### src/rtl/multdiv_sequencer_pkg.sv
// Shared constants and types for the multiply/divide sequencer: decode values,
// exception status codes and the sequencer state encoding.
package multdiv_sequencer_pkg;

    localparam logic [4:0] ALU_OPCODE = 5'b00000;
    localparam logic [4:0] AOP_MUL    = 5'b00110;
    localparam logic [4:0] AOP_DIV    = 5'b00111;

    // Exception status codes written to the status register.
    localparam logic [31:0] STATUS_ADD_OVF  = 32'd1;
    localparam logic [31:0] STATUS_ADDI_OVF = 32'd2;
    localparam logic [31:0] STATUS_SUB_OVF  = 32'd3;
    localparam logic [31:0] STATUS_MUL_EXC  = 32'd4;
    localparam logic [31:0] STATUS_DIV_EXC  = 32'd5;

    localparam int STATUS_REG_NUM = 30;

    typedef enum logic [1:0] {
        ST_IDLE  = 2'b00,
        ST_ISSUE = 2'b01,
        ST_BUSY  = 2'b10,
        ST_DONE  = 2'b11
    } md_state_e;

    typedef enum logic {
        OP_MUL = 1'b0,
        OP_DIV = 1'b1
    } md_op_e;

endpackage

### src/rtl/multdiv_sequencer_md_timeout_counter.sv
// Wait counter for the multdiv handshake: synchronous clear, count enable,
// saturation at TIMEOUT_CYCLES and a flag on the last allowed wait cycle.
module multdiv_sequencer_md_timeout_counter #(
    parameter int TIMEOUT_CYCLES = 40
) (
    input  logic clk,
    input  logic clr,
    input  logic clear,
    input  logic enable,
    output logic terminal
);
    localparam int CW = $clog2(TIMEOUT_CYCLES + 1);
    localparam logic [CW-1:0] SAT_VALUE  = CW'(TIMEOUT_CYCLES);
    localparam logic [CW-1:0] LAST_VALUE = CW'(TIMEOUT_CYCLES - 1);

    logic [CW-1:0] count_q, count_d;

    always_comb begin
        count_d = count_q;
        if (clear) begin
            count_d = '0;
        end else if (enable && (count_q != SAT_VALUE)) begin
            count_d = count_q + CW'(1);
        end
    end

    always_ff @(posedge clk or posedge clr) begin
        if (clr) begin
            count_q <= '0;
        end else begin
            count_q <= count_d;
        end
    end

    assign terminal = (count_q == LAST_VALUE);

endmodule

### src/rtl/multdiv_sequencer.sv
// Sequences one mult/div instruction from execute through the multi-cycle
// multdiv unit and emits a single writeback beat (result or status code).
module multdiv_sequencer
    import multdiv_sequencer_pkg::*;
#(
    parameter int TIMEOUT_CYCLES = 40,
    parameter int STATUS_REG     = STATUS_REG_NUM,
    parameter int MULT_STATUS    = 4,
    parameter int DIV_STATUS     = 5
) (
    input  logic        clk,
    input  logic        clr,
    input  logic        ex_valid,
    input  logic        is_mult,
    input  logic        is_div,
    input  logic [31:0] operand_a,
    input  logic [31:0] operand_b,
    input  logic [4:0]  rd_in,
    input  logic        md_rdy,
    input  logic [31:0] md_result,
    input  logic        md_exception,
    output logic        md_ctrl_mult,
    output logic        md_ctrl_div,
    output logic [31:0] md_operand_a,
    output logic [31:0] md_operand_b,
    output logic        stall,
    output logic        busy,
    output logic        wb_valid,
    output logic [4:0]  wb_rd,
    output logic [31:0] wb_data
);
    md_state_e   state_q, state_d;
    md_op_e      op_q, op_d;
    logic [4:0]  rd_q, rd_d;
    logic [31:0] opa_q, opa_d;
    logic [31:0] opb_q, opb_d;
    logic        ctrl_mult_q, ctrl_mult_d;
    logic        ctrl_div_q, ctrl_div_d;
    logic        wb_valid_q, wb_valid_d;
    logic [4:0]  wb_rd_q, wb_rd_d;
    logic [31:0] wb_data_q, wb_data_d;

    logic start;
    logic cnt_clear, cnt_enable, cnt_terminal;
    logic finish, finish_exc;

    // Both decode flags at once is an illegal encoding and must not start anything.
    assign start = ex_valid & (is_mult ^ is_div);

    multdiv_sequencer_md_timeout_counter #(
        .TIMEOUT_CYCLES(TIMEOUT_CYCLES)
    ) u_timeout (
        .clk      (clk),
        .clr      (clr),
        .clear    (cnt_clear),
        .enable   (cnt_enable),
        .terminal (cnt_terminal)
    );

    always_comb begin
        state_d     = state_q;
        op_d        = op_q;
        rd_d        = rd_q;
        opa_d       = opa_q;
        opb_d       = opb_q;
        ctrl_mult_d = 1'b0;
        ctrl_div_d  = 1'b0;
        wb_valid_d  = 1'b0;
        wb_rd_d     = wb_rd_q;
        wb_data_d   = wb_data_q;
        cnt_clear   = 1'b0;
        cnt_enable  = 1'b0;
        finish      = 1'b0;
        finish_exc  = 1'b0;

        case (state_q)
            ST_IDLE: begin
                if (start) begin
                    opa_d       = operand_a;
                    opb_d       = operand_b;
                    rd_d        = rd_in;
                    op_d        = is_div ? OP_DIV : OP_MUL;
                    ctrl_mult_d = is_mult;
                    ctrl_div_d  = is_div;
                    state_d     = ST_ISSUE;
                end
            end
            ST_ISSUE: begin
                cnt_clear = 1'b1;
                state_d   = ST_BUSY;
            end
            ST_BUSY: begin
                cnt_enable = 1'b1;
                // A real result wins over the timeout in the same cycle.
                if (md_rdy) begin
                    finish     = 1'b1;
                    finish_exc = md_exception;
                end else if (cnt_terminal) begin
                    finish     = 1'b1;
                    finish_exc = 1'b1;
                end
            end
            ST_DONE: begin
                state_d = ST_IDLE;
            end
            default: begin
                state_d = ST_IDLE;
            end
        endcase

        if (finish) begin
            state_d    = ST_DONE;
            wb_valid_d = 1'b1;
            if (finish_exc) begin
                wb_rd_d   = 5'(STATUS_REG);
                wb_data_d = (op_q == OP_DIV) ? 32'(DIV_STATUS) : 32'(MULT_STATUS);
            end else begin
                wb_rd_d   = rd_q;
                wb_data_d = md_result;
            end
        end
    end

    always_ff @(posedge clk or posedge clr) begin
        if (clr) begin
            state_q     <= ST_IDLE;
            op_q        <= OP_MUL;
            rd_q        <= '0;
            opa_q       <= '0;
            opb_q       <= '0;
            ctrl_mult_q <= 1'b0;
            ctrl_div_q  <= 1'b0;
            wb_valid_q  <= 1'b0;
            wb_rd_q     <= '0;
            wb_data_q   <= '0;
        end else begin
            state_q     <= state_d;
            op_q        <= op_d;
            rd_q        <= rd_d;
            opa_q       <= opa_d;
            opb_q       <= opb_d;
            ctrl_mult_q <= ctrl_mult_d;
            ctrl_div_q  <= ctrl_div_d;
            wb_valid_q  <= wb_valid_d;
            wb_rd_q     <= wb_rd_d;
            wb_data_q   <= wb_data_d;
        end
    end

    // Gated by clr so a held start request cannot stall the pipe during reset.
    assign stall = ~clr & (((state_q == ST_IDLE) & start) |
                           (state_q == ST_ISSUE) | (state_q == ST_BUSY));
    assign busy  = (state_q != ST_IDLE);

    assign md_ctrl_mult = ctrl_mult_q;
    assign md_ctrl_div  = ctrl_div_q;
    assign md_operand_a = opa_q;
    assign md_operand_b = opb_q;
    assign wb_valid     = wb_valid_q;
    assign wb_rd        = wb_rd_q;
    assign wb_data      = wb_data_q;

endmodule

### config.mk
export PLATFORM = sky130hd
export DESIGN_NAME = multdiv_sequencer
export DESIGN_NICKNAME = d
export VERILOG_FILES = /design/src/rtl/multdiv_sequencer_pkg.sv /design/src/rtl/multdiv_sequencer_md_timeout_counter.sv /design/src/rtl/multdiv_sequencer.sv
export SDC_FILE = /design/constraint.sdc
export NUM_CORES = 1
export LEC_CHECK = 0
export ABC_AREA = 1
export BUFFER_PORTS_ARGS = -buffer_cell sky130_fd_sc_hd__buf_2
export CAP_MARGIN = 20
export CORE_UTILIZATION = 40
export CTS_BUF_LIST = sky130_fd_sc_hd__clkbuf_4
export CTS_CLUSTER_SIZE = 8
export DETAILED_ROUTE_END_ITERATION = 10
export PLACE_DENSITY = 0.7
export SLEW_MARGIN = 5
export SYNTH_ARGS = -nofsm -noshare
export SYNTH_HDL_FRONTEND = slang
export SYNTH_SLANG_ARGS = --single-unit
### constraint.sdc
create_clock -name clk -period 11.41 [get_ports clk]
set_clock_uncertainty 0.1 [all_clocks]
set_input_delay 2.282 -clock clk [delete_from_list [all_inputs] [get_ports clk]]
set_output_delay 2.282 -clock clk [all_outputs]
set_load 0.02 [all_outputs]
== Word level (Yosys, flattened, before mapping) ==
Index checks and enable logic that the tools add are counted.

* Eq/ne operators: 6
* Reduce and logical (&&, ||, !) cells: 7
* Bitwise logic cells: 7
* $add $sub $neg: 1
* Mux-type cells: 21

{| class="wikitable"
|+ Operator list
! cell !! count
|-
| 32-bit 2-to-1 mux || 1
|-
| 1-bit 2-to-1 mux || 14
|-
| 6-bit 2-to-1 mux || 2
|-
| 6-bit by 1-bit adder with 6-bit output (second input constant) || 1
|-
| 6-bit equality test (second input constant) || 1
|-
| 6-bit inequality test (second input constant) || 1
|-
| 2-bit case mux with 3 select lines || 1
|-
| 5-bit 2-to-1 mux || 1
|-
| 2-bit equality test (second input constant) || 2
|-
| 2-bit 2-to-1 mux || 2
|-
| 2-bit AND reduction || 2
|-
| 2-bit nonzero test || 2
|-
| 4-bit nonzero test || 1
|-
| 1-bit bitwise AND || 3
|-
| 3-bit inequality test (second input constant) || 1
|-
| 2-bit by 1-bit equality test with 1-bit output (second input constant) || 1
|-
| 2-bit logical NOT || 1
|-
| 1-bit OR || 2
|-
| 1-bit logical AND || 1
|-
| 1-bit NOT || 1
|-
| 1-bit XOR || 1
|}

* Bits in registers: 118
* Input port bits: 108
* Output and inout bits: 106
* Logic and storage cells: 53

== Logic depth before layout (Yosys ltp) ==
* Depth in word-level cells: 6
* Gate-level depth with buffers: 9
* Mapped depth without buffers: 8

== Cells and area by module ==
From an unflattened synthesis, not the netlist that was laid out.

* Cell total of the unflattened synthesis: 553
* Area total of the unflattened synthesis: 4,865.9 µm²

{| class="wikitable"
|+ Modules (own cells, without submodules)
! module !! sequential area each (µm²) !! area an instance (µm²) !! times used !! cells each
|-
| multdiv_sequencer || 2,802.7 || 4,490.6 || 1 || 501
|-
| multdiv_sequencer_md_timeout_counter || 150.1 || 375.4 || 1 || 52
|}

== Worst setup path before layout ==
No wires, ideal clock.

* Path type: input to output
* Start: input port is_mult
* End: output port stall
* Required time: 9,028 ps
* Buffers on the path: 1
* Stages on the path: 5
* Arrival time: 3,023 ps
* Setup slack: 6,005 ps
* Cells stage by stage: nand2_1 > nand2_1 > a21oi_2 > buf_2 > o21a_1

* Longest elaborated chain between the ends: 6

{| class="wikitable"
|+ Ends and longest elaborated chain
! what !! RTL line !! text
|-
| start, declared || multdiv_sequencer.sv:14 || <nowiki>input logic is_mult,</nowiki>
|-
| 1-bit XOR || multdiv_sequencer.sv:48 || <nowiki>assign start = ex_valid & (is_mult ^ is_div);</nowiki>
|-
| 1-bit bitwise AND || multdiv_sequencer.sv:48 ||
|-
| 1-bit bitwise AND || multdiv_sequencer.sv:151 || <nowiki>assign stall = ~clr & (((state_q == ST_IDLE) & start) |</nowiki>
|-
| 1-bit OR || multdiv_sequencer.sv:151 ||
|-
| 1-bit OR || multdiv_sequencer.sv:152 || <nowiki>(state_q == ST_ISSUE) | (state_q == ST_BUSY));</nowiki>
|-
| 1-bit bitwise AND || multdiv_sequencer.sv:151 ||
|-
| end, declared || multdiv_sequencer.sv:26 || <nowiki>output logic stall,</nowiki>
|}

No other way between the ends.

== Worst setup path after layout ==
Ends and elaborated chain as after synthesis.

==> metrics.yaml <==
routing:
  drc: 16
  detail-route-antenna-nets: 0
  firstDrtPassIters: 7
  routedWlPerCell_microns: 13.3
  avgViaCountPerCell: 4.79
  dr_total_vias: 4321
  wl_microns: 12000
  drt_iter0_drc: 251
clocking:
  cts_resized: 0
  cts_buffers: 17
  cts_tree: "built"
  h-tree-depth: 4
  clkSinkCount: 118
  holdBufCountCts: 0
  path_clk_slew_ns: 0.09
  cts-root-buf: "clkbuf_4"
  clockBufferDepth: 2
  post_cts_buffers: 0
  clk_latency_ns: 0.51
critical_path:
  crit_buf_inv: 2
  r2r.worst_path.cells: 6
  cp-start-kind: "input port"
  path_cells: "buf_2 > nand2_1 > nand2_1 > a21oi_4 > o21a_1 > buf_2"
  slowest_stage: "a21oi_4"
  critical_path_arrival_ns: 2.95
  crit_family: "compound AO/OA/AOI/OAI gates"
  crit_path_end_kind: "output pin"
  r2r_slack_ns: 9.05
  reg2reg_to: "op_q$_DFFE_PP0P_"
  path_class: "in -> out"
  slowest_delay_ns: 0.16
  cp.depth: 6
  cp_max_fo: 2
  r2r-start: "state_q[1]$_DFFE_PP0P_"
  cp_data_required_time_ns: 9.03
logic_synthesis:
  syn_inst: 544
  syn_nets: 654
  synth_cell_types: 20
  synth_top_area_cell: "dfrtp_1"
  synthAdderAreaFrac_pct: 0.522
  synthXorXnorAreaFrac_pct: 0
  synth_compound_area_share_pct: 5.19
  synth_simple_gate_area_share_pct: 27.9
  seq_area_frac_synth_pct: 61.6
  ys_ff_latch: 118
  synth_top_area_share_pct: 61.6
  synth_mux_area_share_pct: 0
  syn_area_sq_um: 4790
  synth_top_family_by_area: "simple AND/OR/NAND/NOR gates"
  syn_avg_cell_area_sq_um: 8.81
  yosysWarnings: 0
  synth.area.top_cells: "dfrtp_1 62%, nand2_1 18%, nand3_1 8.0%"
run_status:
  status: "finished, violations left"
  failed_checks: "DRC"
global_route:
  grt_pass1_vias: 4266
  grt_use_total_pct: 20.5
  grt_pass1_wl_microns: 20100
  use_met1_pct: 25.2
  grt_overflow: 0
  antenna_found_initial: 1
  grt-busiest-layer: "met2"
  grt.met3_usage_pct: 7.84
  grt_max_degree: 72
  grt.met2_usage_pct: 31.8
place:
  routabilityCongestion: 0.814
  dpl_cell_area_sq_um: 5930
  dp_hpwl_microns: 8220
  port_buffers: 213
  place_ws_ns: 6.07
floorplanning:
  dieWidth_microns: 111
  initial_utilization_pct: 41.4
  die_height_microns: 111
  core_area_sq_um: 11600
  ios: 214
  num_rows: 39
  dieArea_sq_um: 12400
min_path:
  hold_depth: 2
  hold_end: "md_operand_a[4]$_DFFE_PP0P_"
  min-delay-start: "md_operand_a[4]$_DFFE_PP0P_"
  hold_class: "reg -> reg"
sta:
  worst_slack_ns: 6.08
  slew_viol_final: 0
  hold_viol: 0
  fmax_ghz: 0.188
  worst_slew_pin_slew_ns: 0.946
  min_period_over_period_pct: 46.7
  slew_headroom_pct: 36.9
  layout_min_cycle_time_ns: 5.33
  setup_tns_ns: 0
  rsz0062_at_grt: "false"
  finalSetupViolations: 0
finish:
  layout-drive-gt1-share_pct: 33.4
  fin_util_pct: 53.1
  area_growth_pct: 28.1
  fin_nets: 858
  fin_area_sq_um: 6140
power_and_ir_drop:
  peakVddDrop_v: 0.000148
  leakagePower_nw: 3.51
  power_mw: 1.64
  p_per_area_nw_per_um2: 268
job:
  maxCapViolCount: 0
-- synthesized netlist by cell type (all sizes together) --
cell and count:
inv 19, buf 19, nand2 235, o21ai 38
nand4 2, o211ai 5, clkbuf 14, nand3 77
nor2 11, ha 2, o21a 1, a21oi 2
dfrtp 118, or2 1
-- flip-flops by register name (all words and copies together), names as in the netlist, 2 cells and up --
name	count
md_operand_b	32
wb_rd	5
md_operand_a	32
state_q	2
u_timeout.count_q	6
rd_q	5
wb_data	32
-- placed cells by master (no fill, tap or decap), drive strengths merged --
master | synthesis | final
nand4 | 2 | 2
nor2 | 11 | 11
diode | 0 | 1
nand2 | 235 | 235
buf | 19 | 218
o21ai | 38 | 38
nand3 | 77 | 77
o21a | 1 | 1
a21oi | 2 | 2
ha | 2 | 2
inv | 19 | 19
clkbuf | 14 | 20
or2 | 1 | 1
o211ai | 5 | 5
clkinv | 0 | 9
dfrtp | 118 | 118
-- final cells by class --
type	count	area, sq um
fillers	1095	5430
flip-flops and latches	118	2950
multi-input cells	374	1620
repair buffers	218	1120
well taps	143	179
clock buffers	20	150
inverters	19	73.8
clock inverters	9	40.0
diodes	1	2.50
-- tightest hold or removal path: cells and delay by family, from the launching register on --
kind | cells | cell delay, ns
flops | 1 | 0.35
simple gates | 2 | 0.09
-- report_power, final --
group	switching (mW)	total [mW]	internal, mW
clock	0.142	0.226	0.0847
combinational	0.495	0.722	0.226
sequential	0.0993	0.695	0.595
total	0.736	1.64	0.906
-- how the worst max path moves through the flow --
stage | start | to | slack (ns)
after floorplan | clr | md_ctrl_div$_DFF_PP0_ | 5.90
after global placement | is_mult | stall | 6.07
after detailed placement | is_mult | stall | 6.07
after CTS | is_mult | stall | 6.07
after global routing | is_mult | stall | 6.04
final | is_mult | stall | 6.08
-- per-layer routing --
metal | share of wire (%) | up-vias
met3 | 9.9 | 21
met1 | 44 | 1973
met5 | 0 | -
met2 | 44 | 182
li1 | - | 2145
met4 | 2.1 | 0
-- metrics by stage --
| stage | hold WS [ns] | instances |
|---|---|---|
| 2_1_floorplan | 0.342 | 544 |
| 3_3_place_gp | 0.347 | 871 |
| 3_5_place_dp | 0.353 | 871 |
| 4_1_cts | 0.377 | 900 |
| 5_1_grt | 0.400 | 902 |
| 6_report | 0.373 | 902 |
-- logic make-up (layout without fill, tap and decap cells) --
logic type / count (synthesis) / after routing
AOI/OAI and AO/OA: 46 / 46
adders and majority gates: 2 / 2
buffers and inverters: 52 / 266
DFF: 118 / 118
other: 0 / 1
and+or+nand+nor: 326 / 326
No activity file was read; power rests on OpenSTA's default activity.
